**config.mk**
```make
export PLATFORM = sky130hd
export DESIGN_NAME = mc_seq_ctrl
export DESIGN_NICKNAME = d
export VERILOG_FILES = /design/src/rtl/mc_seq_pkg.sv /design/src/rtl/seq_flags.sv /design/src/rtl/mc_seq_ctrl.sv
export SDC_FILE = /design/constraint.sdc
export NUM_CORES = 1
export LEC_CHECK = 0
export BUFFER_PORTS_ARGS = -buffer_cell sky130_fd_sc_hd__buf_2
export CORE_ASPECT_RATIO = 0.5
export CORE_MARGIN = 2
export CORE_UTILIZATION = 46
export CTS_CLUSTER_SIZE = 24
export DETAILED_ROUTE_END_ITERATION = 16
export GPL_ROUTABILITY_DRIVEN = 0
export PLACE_DENSITY = 0.73
export SLEW_MARGIN = 20
export SYNTH_ARGS = -nofsm -noshare
export SYNTH_HDL_FRONTEND = slang
export SYNTH_HIERARCHICAL = 1
export SYNTH_SLANG_ARGS = --single-unit
```
**constraint.sdc**
```tcl
create_clock -name Clk -period 2 [get_ports Clk]
set_input_delay 0.3 -clock Clk [delete_from_list [all_inputs] [get_ports Clk]]
set_output_delay 0.3 -clock Clk [all_outputs]
set_load 0.005 [all_outputs]
```
**src/rtl/mc_seq_pkg.sv**
```systemverilog
// rtl/mc_seq_pkg.sv - shared types and constants for the multicycle sequencer
package mc_seq_pkg;

  typedef enum logic [2:0] {
    IDLE  = 3'd0,
    FETCH = 3'd1,
    EXEC  = 3'd2,
    MEM   = 3'd3,
    WB    = 3'd4,
    HALT  = 3'd5
  } state_e;

  typedef enum logic [1:0] {
    BR_NONE = 2'b00,
    BR_ALW  = 2'b01,
    BR_GT   = 2'b10,
    BR_EQ   = 2'b11
  } br_e;

  localparam int F_GT  = 0;
  localparam int F_EQ  = 1;
  localparam int F_CO  = 2;
  localparam int F_SCO = 3;

endpackage

```
**src/rtl/seq_flags.sv**
```systemverilog
// rtl/seq_flags.sv - 4-bit status flag register, clear beats capture
module seq_flags (
  input  logic       clk,
  input  logic       rst_n,
  input  logic       clr,
  input  logic       we,
  input  logic [3:0] d,
  output logic [3:0] q
);

  logic [3:0] flags_q;

  always_ff @(posedge clk or negedge rst_n) begin
    if (!rst_n)   flags_q <= '0;
    else if (clr) flags_q <= '0;
    else if (we)  flags_q <= d;
  end

  assign q = flags_q;

endmodule

```
**src/rtl/mc_seq_ctrl.sv**
```systemverilog
// rtl/mc_seq_ctrl.sv - FETCH/EXEC/MEM/WB program sequencer with PC, flags and dmem timeout
module mc_seq_ctrl
  import mc_seq_pkg::*;
#(
  parameter int              PC_W       = 12,
  parameter logic [PC_W-1:0] START_ADDR = '0,
  parameter int              MEM_TO     = 16
) (
  input  logic            Clk,
  input  logic            Reset_n,
  input  logic            start,
  output logic [PC_W-1:0] pc,
  output logic            fetch_req,
  input  logic            instr_valid,
  input  logic [1:0]      dec_br,
  input  logic [PC_W-1:0] jump_tgt,
  input  logic            dec_wen_r,
  input  logic            dec_load,
  input  logic            dec_store,
  input  logic            dec_done,
  input  logic            dec_flag_we,
  input  logic            dec_flag_clr,
  input  logic            alu_gt,
  input  logic            alu_eq,
  input  logic            alu_co,
  input  logic            alu_sco,
  output logic [3:0]      flags,
  output logic            wen_r,
  output logic            mem_req,
  output logic            wen_d,
  input  logic            mem_ack,
  output logic            busy,
  output logic            done,
  output logic            mem_err
);

  localparam int TO_W = $clog2(MEM_TO + 1);

  state_e          state_q, state_d;
  logic [PC_W-1:0] pc_q, pc_d;
  logic            store_q, store_d;
  logic [TO_W-1:0] tmo_q, tmo_d;
  logic            err_q, err_d;
  logic            flag_clr, flag_we, taken;
  logic [3:0]      alu_vec;

  always_ff @(posedge Clk or negedge Reset_n) begin
    if (!Reset_n) begin
      state_q <= IDLE;
      pc_q    <= START_ADDR;
      store_q <= 1'b0;
      tmo_q   <= '0;
      err_q   <= 1'b0;
    end else begin
      state_q <= state_d;
      pc_q    <= pc_d;
      store_q <= store_d;
      tmo_q   <= tmo_d;
      err_q   <= err_d;
    end
  end

  // Branch decision sees the flags as they stood before this EXEC's update.
  always_comb begin
    alu_vec        = '0;
    alu_vec[F_GT]  = alu_gt;
    alu_vec[F_EQ]  = alu_eq;
    alu_vec[F_CO]  = alu_co;
    alu_vec[F_SCO] = alu_sco;
    case (br_e'(dec_br))
      BR_ALW:  taken = 1'b1;
      BR_GT:   taken = flags[F_GT];
      BR_EQ:   taken = flags[F_EQ];
      default: taken = 1'b0;
    endcase
  end

  always_comb begin
    state_d   = state_q;
    pc_d      = pc_q;
    store_d   = store_q;
    tmo_d     = tmo_q;
    err_d     = err_q;
    fetch_req = 1'b0;
    wen_r     = 1'b0;
    mem_req   = 1'b0;
    wen_d     = 1'b0;
    busy      = 1'b0;
    done      = 1'b0;
    flag_clr  = 1'b0;
    flag_we   = 1'b0;
    case (state_q)
      IDLE: begin
        if (start) begin
          state_d = FETCH;
          pc_d    = START_ADDR;
        end
      end
      FETCH: begin
        fetch_req = 1'b1;
        busy      = 1'b1;
        if (instr_valid) state_d = EXEC;
      end
      EXEC: begin
        busy = 1'b1;
        if (dec_done) begin
          state_d = HALT;
        end else begin
          flag_clr = dec_flag_clr;
          flag_we  = dec_flag_we;
          if (dec_load || dec_store) begin
            state_d = MEM;
            store_d = dec_store;
            tmo_d   = '0;
          end else begin
            wen_r   = dec_wen_r;
            pc_d    = taken ? jump_tgt : pc_q + PC_W'(1);
            state_d = FETCH;
          end
        end
      end
      MEM: begin
        busy    = 1'b1;
        mem_req = 1'b1;
        wen_d   = store_q;
        if (mem_ack) begin
          if (store_q) begin
            pc_d    = pc_q + PC_W'(1);
            state_d = FETCH;
          end else begin
            state_d = WB;
          end
        end else if (tmo_q == TO_W'(MEM_TO - 1)) begin
          err_d   = 1'b1;
          state_d = HALT;
        end else begin
          tmo_d = tmo_q + TO_W'(1);
        end
      end
      WB: begin
        busy    = 1'b1;
        wen_r   = 1'b1;
        pc_d    = pc_q + PC_W'(1);
        state_d = FETCH;
      end
      HALT: begin
        done = 1'b1;
        if (start) begin
          state_d = FETCH;
          pc_d    = START_ADDR;
          err_d   = 1'b0;
        end
      end
      default: state_d = IDLE;
    endcase
  end

  seq_flags u_flags (
    .clk   (Clk),
    .rst_n (Reset_n),
    .clr   (flag_clr),
    .we    (flag_we),
    .d     (alu_vec),
    .q     (flags)
  );

  assign pc      = pc_q;
  assign mem_err = err_q;

endmodule
```
# Word level (Yosys, flattened, before mapping)
# Cells that the tools add are included.
# word_totals
reg_bits	26
in_bits	29
output_inout_bits	23
elab_cells	82
# classes
add_sub_neg	2
eq_ne	21
mux	39
bitwise_logic	1
reduce_logical	13
# op_table
cell	count
$mux W12	6
$pmux W12 S4	1
$mux W5	4
$ne A2 B2 Y1 const B	10
$mux W3	6
$pmux W3 S5	1
$mux W1	14
$add A12 B1 Y12 const B	1
$pmux W5 S2	1
$mux W4	2
$eq A3 B2 Y1 const B	2
$eq A3 B3 Y1 const B	2
$reduce_and A3 Y1	2
$reduce_and A6 Y1	1
$reduce_bool A2 Y1	3
$add A5 B1 Y5 const B	1
$eq A5 B4 Y1 const B	1
$reduce_and A5 Y1	1
$eq A2 B2 Y1 const B	2
$pmux W1 S2	2
$reduce_and A4 Y1	1
$reduce_bool A4 Y1	1
$reduce_or A4 Y1	1
$eq A3 B1 Y1 const B	1
other kinds (9)	9

# Longest topological paths before layout
# depth
word_depth	6
ltp_mapped	7
ltp_nobuf	7

# Cells and area by module
# The synthesis kept the hierarchy.
# by_module_without_submodules
mod	instances	cells_each	area_each_um2	seq_area_each_um2
mc_seq_ctrl	1	190	1565.3	550.5
seq_flags	1	13	160.2	100.1

# Worst setup path before layout
# Ideal clock, no wire load.
# synth_path
path_type	flip-flop to flip-flop
from	register tmo_q[0]
to	register tmo_q[4]
setup_ns	0.083
arrival_time_ns	1.740
t_required_ns	1.917
slack_ns	0.178
path_stages_with_launch	8
n_path_buf	0
period_less_slack_ns	1.822
path_cell_list	dfrtp_1 > ha_1 > and3_1 > ha_1 > nor3_1 > nor2_1 > or3_1 > o21ai_0
# synth_between
elab_chain_len	4
elab_cells_between_ends	7
classes_between	add/sub: 1; eq/ne: 2; mux: 3; reduce/logical: 1
# synth_rtl
item	line_no	source
start: declaration	mc_seq_ctrl.sv:42	logic [TO_W-1:0] tmo_q, tmo_d;
start signal: assignment	mc_seq_ctrl.sv:58	tmo_q <= tmo_d;
$add A5 B1 Y5	mc_seq_ctrl.sv:137	tmo_d = tmo_q + TO_W'(1);
$mux W5	mc_seq_ctrl.sv:133	end else if (tmo_q == TO_W'(MEM_TO - 1)) begin
$mux W5	mc_seq_ctrl.sv:126	if (mem_ack) begin
$pmux W5 S2	mc_seq_ctrl.sv:92	case (state_q)
# Several ways; a longest one is shown, not always the timed one. The select of a mux whose other input is x is not followed.
# A chain may end at the register's enable or synchronous reset.

# Worst setup path after layout
# layout_path
from	register state_q[0]
to	register tmo_q[4]
# layout_between
elab_chain_len	3
elab_cells_between_ends	9
classes_between	eq/ne: 6; mux: 1; reduce/logical: 2
# layout_rtl
item	line_no	source
start: declaration	mc_seq_ctrl.sv:39	state_e state_q, state_d;
start signal: assignment	mc_seq_ctrl.sv:55	state_q <= state_d;
$eq A3 B2 Y1	mc_seq_ctrl.sv:92	
$ne A2 B2 Y1 (no line) / $reduce_bool A2 Y1 (equally long branches)	--	
$reduce_and A5 Y1 (no line)	--	
# Several ways; a longest one is shown, not always the timed one.

==> flow_summary.toml <==
[floorplan]
die_w_um = 90.6
initial_core_util_pct = 49.2
rows = 15
coreArea_mm2 = 0.00351
die_h_um = 47.3
die-area_mm2 = 0.00429
io_pins = 52

[clock_network]
cts-htree-levels = 1
cts_sinks = 26
cts_setup_buffers = 0
cts_resized = 0
clk_latency_ps = 270
cts_buffer_depth = 2
clk_pin_slew_ps = 90
clockRootBuffer = "clkbuf_8"
cts_tree = "done"
cts_buffers = 3
hold_buffers = 0

[timing]
tns_ps = 0
setup_ws_ps = 91.9
hold_violations = 0
worstMarginPinSlew_ps = 581
fin_crit_ps = 1910
fin_skew_ps = 3.53
slew-limit-headroom_pct = 61.2
fmax_ghz = 0.524
rsz0062_at_grt = "yes"
whs_ps = 11.4
report.final.slew_viol_count = 0
fin_crit_sh_pct = 95.4
finalSetupViolations = 0

[run_status]
outcome = "complete, no violations"

[placed_design]
post-place-ws_ps = 73.6
io_buffers = 51
placed_cell_area_mm2 = 0.00207
place.detailed.hpwl_um = 3340

[setup_path]
startpoint_type = "flip-flop"
max_stage_delay_ps = 620
critPathCaptureType = "flip-flop"
critical-path-top-delay-family = "simple AND/OR/NAND/NOR gates"
cp_cell_sequence = "or4b_1, nor2_2, nor2_1, or3_1, o21ai_0"
worst-endpoint-required_ps = 2190
critPathMaxFanout = 14
worst-r2r-setup-slack_ps = 90
arrival_ps = 2100
crit_type = "flip-flop to flip-flop"
path_buf_inv = 0
crit_slowest_cell = "or4b_1"

[worst_hold_path]
holdCritPathClass = "input pin to asynchronous set/reset pin"

[power_and_ir_drop]
seqPwrFrac_pct = 33.5
swShare_pct = 44.0
p_int_w = 0.00171
p_leak_nw = 0.996
pwr-share-comb_pct = 52.0
p_sw_w = 0.00135
p_per_area_mw_per_mm2 = 1420
clock_power_share_pct = 14.5
irDropWorstVdd_mv = 0.577

[grt]
grt_max_degree = 27
grt_first_pass_wirelength_um = 7360
antenna_found_initial = 0
grtUsageTotal_pct = 21.8
grt_pass1_vias = 1560
overflow = 0

[yosys]
yosys_most_used_dff = "dfrtp_1"
synth_area_mm2 = 0.00173
synth_cell_types = 52
synth_edf_count = 0
ys_ff_latch = 26
syn-instance-count = 203
syn_avg_cell_area_um2 = 8.50
synth_warnings = 6
async_flop_share_pct = 100
seq_area_frac_synth_pct = 37.7
syn_nets = 235

[job]
cap_violations = 0

[finish]
fillers = 330
layout_commonest_cell = "buf_2"
diodes = 0
fin_area_mm2 = 0.00216
drive_gt1_share_pct = 29.5
layout_common_cells = "buf_2 (51), nor2_1 (24), dfrtp_1 (24)"
area_growth_pct = 25.0
nets = 291

[drt]
num_vias = 1761
routed_wirelength_um = 4490
drt-initial-drc-count = 99
viasPerCell = 5.70
wl_per_cell_um = 14.5
drcViolationCount = 0
ant_nets = 0
dr.pass1.iters = 4
==> kinds of logic (layout without fill, tap and decap cells) <==
| logic type | Yosys count | in the layout | synth area share (%) |
|---|---|---|---|
| adder cells (fa/ha/maj) | 3 | 3 | 2.18 |
| multiplexers | 6 | 6 | 3.55 |
| AND/OR/NAND/NOR | 91 | 91 | 26.0 |
| buffers and inverters | 15 | 70 | 3.99 |
| XOR/XNOR | 5 | 5 | 2.54 |
| AO/OA/AOI/OAI | 57 | 57 | 24.0 |
| flip-flops | 26 | 26 | 37.7 |
==> sequential cells by signal, indices dropped and copies added, names as in the netlist <==
signal,cells
store_q,1
tmo_q,5
mem_err,1
state_q,3
pc,12
u_flags/q,4
==> metrics by stage <==
stage / utilization [%] / total power (W) / instances
after floorplan: - / 0.00203 / 203
after global placement: 58.9 / 0.00252 / 305
after detailed placement: 58.9 / 0.00258 / 305
after CTS: 60.9 / 0.00303 / 309
after global routing: 61.5 / 0.00332 / 309
final: 61.5 / 0.00306 / 309
==> layout make-up <==
class | instances | area, um^2 | share of cell area, %
Multi-Input combinational cell | 162 | 1020 | 47.4
Sequential cell | 26 | 653 | 30.3
Timing Repair Buffer | 60 | 323 | 15.0
Tap cell | 51 | 63.8 | 2.96
Clock buffer | 3 | 41.3 | 1.91
Clock inverter | 1 | 30.0 | 1.39
Inverter | 6 | 22.5 | 1.04
==> layer usage <==
layer	up-vias	part of all wire, %	wire [um]	GRT usage [%]
met3	2	5.2	232	4.49
met4	0	0.13	6	3.69
met1	847	46	2060	28.9
li1	866	-	-	-
met5	-	0	0	0
met2	46	49	2190	39.0
==> synth_stat cells (2+ instances only) <==
| library cell | instances | area, um^2 |
|---|---|---|
| a32o_1 | 2 | 20.0 |
| inv_1 | 6 | 22.5 |
| or4b_1 | 2 | 20.0 |
| o211ai_1 | 8 | 60.1 |
| nor2_1 | 24 | 90.1 |
| nor2b_1 | 4 | 25.0 |
| and3_1 | 6 | 37.5 |
| xor2_1 | 2 | 17.5 |
| mux2i_1 | 5 | 50.1 |
| nand2_1 | 20 | 75.1 |
| a22o_1 | 3 | 26.3 |
| nor3_1 | 5 | 25.0 |
| nand2b_1 | 2 | 12.5 |
| o221ai_1 | 2 | 17.5 |
| a21oi_1 | 13 | 65.1 |
| xnor2_1 | 3 | 26.3 |
| nand4_1 | 8 | 50.1 |
| buf_2 | 6 | 30.0 |
| ha_1 | 3 | 37.5 |
| a41oi_1 | 2 | 17.5 |
| dfrtp_1 | 26 | 651 |
| o21bai_1 | 2 | 15.0 |
| nand3_1 | 13 | 65.1 |
| o21ai_0 | 8 | 40.0 |
==> path summary, 6_finish.rpt <==
path,end,depth (start not counted),startpoint
max,tmo_q[4],5,state_q[0]
min,u_flags/q[2],1,Reset_n
max reg2reg,tmo_q[4],5,state_q[0]
min reg2reg,mem_err,1,mem_err
max in group asynchronous,state_q[0],1,Reset_n
min in group Clk,state_q[1],3,instr_valid
==> worst register-to-register path: stages, from the launching register on <==
cell and delay, ps:
dfrtp_2 500, or4b_1 620, nor2_2 200, nor2_1 110, or3_1 310, o21ai_0 90
==> power groups by stage <==
stage	sequential (W)	clock (W)	combinational [W]
5_1_grt	0.00107	0.000469	0.00178
4_1_cts	0.00102	0.000451	0.00156
6_report	0.00102	0.000444	0.00159
3_5_place_dp	0.00102	0	0.00156
2_1_floorplan	0.000953	0	0.00108
3_3_place_gp	0.00101	0	0.00151
No activity file was read; power rests on OpenSTA's default activity.
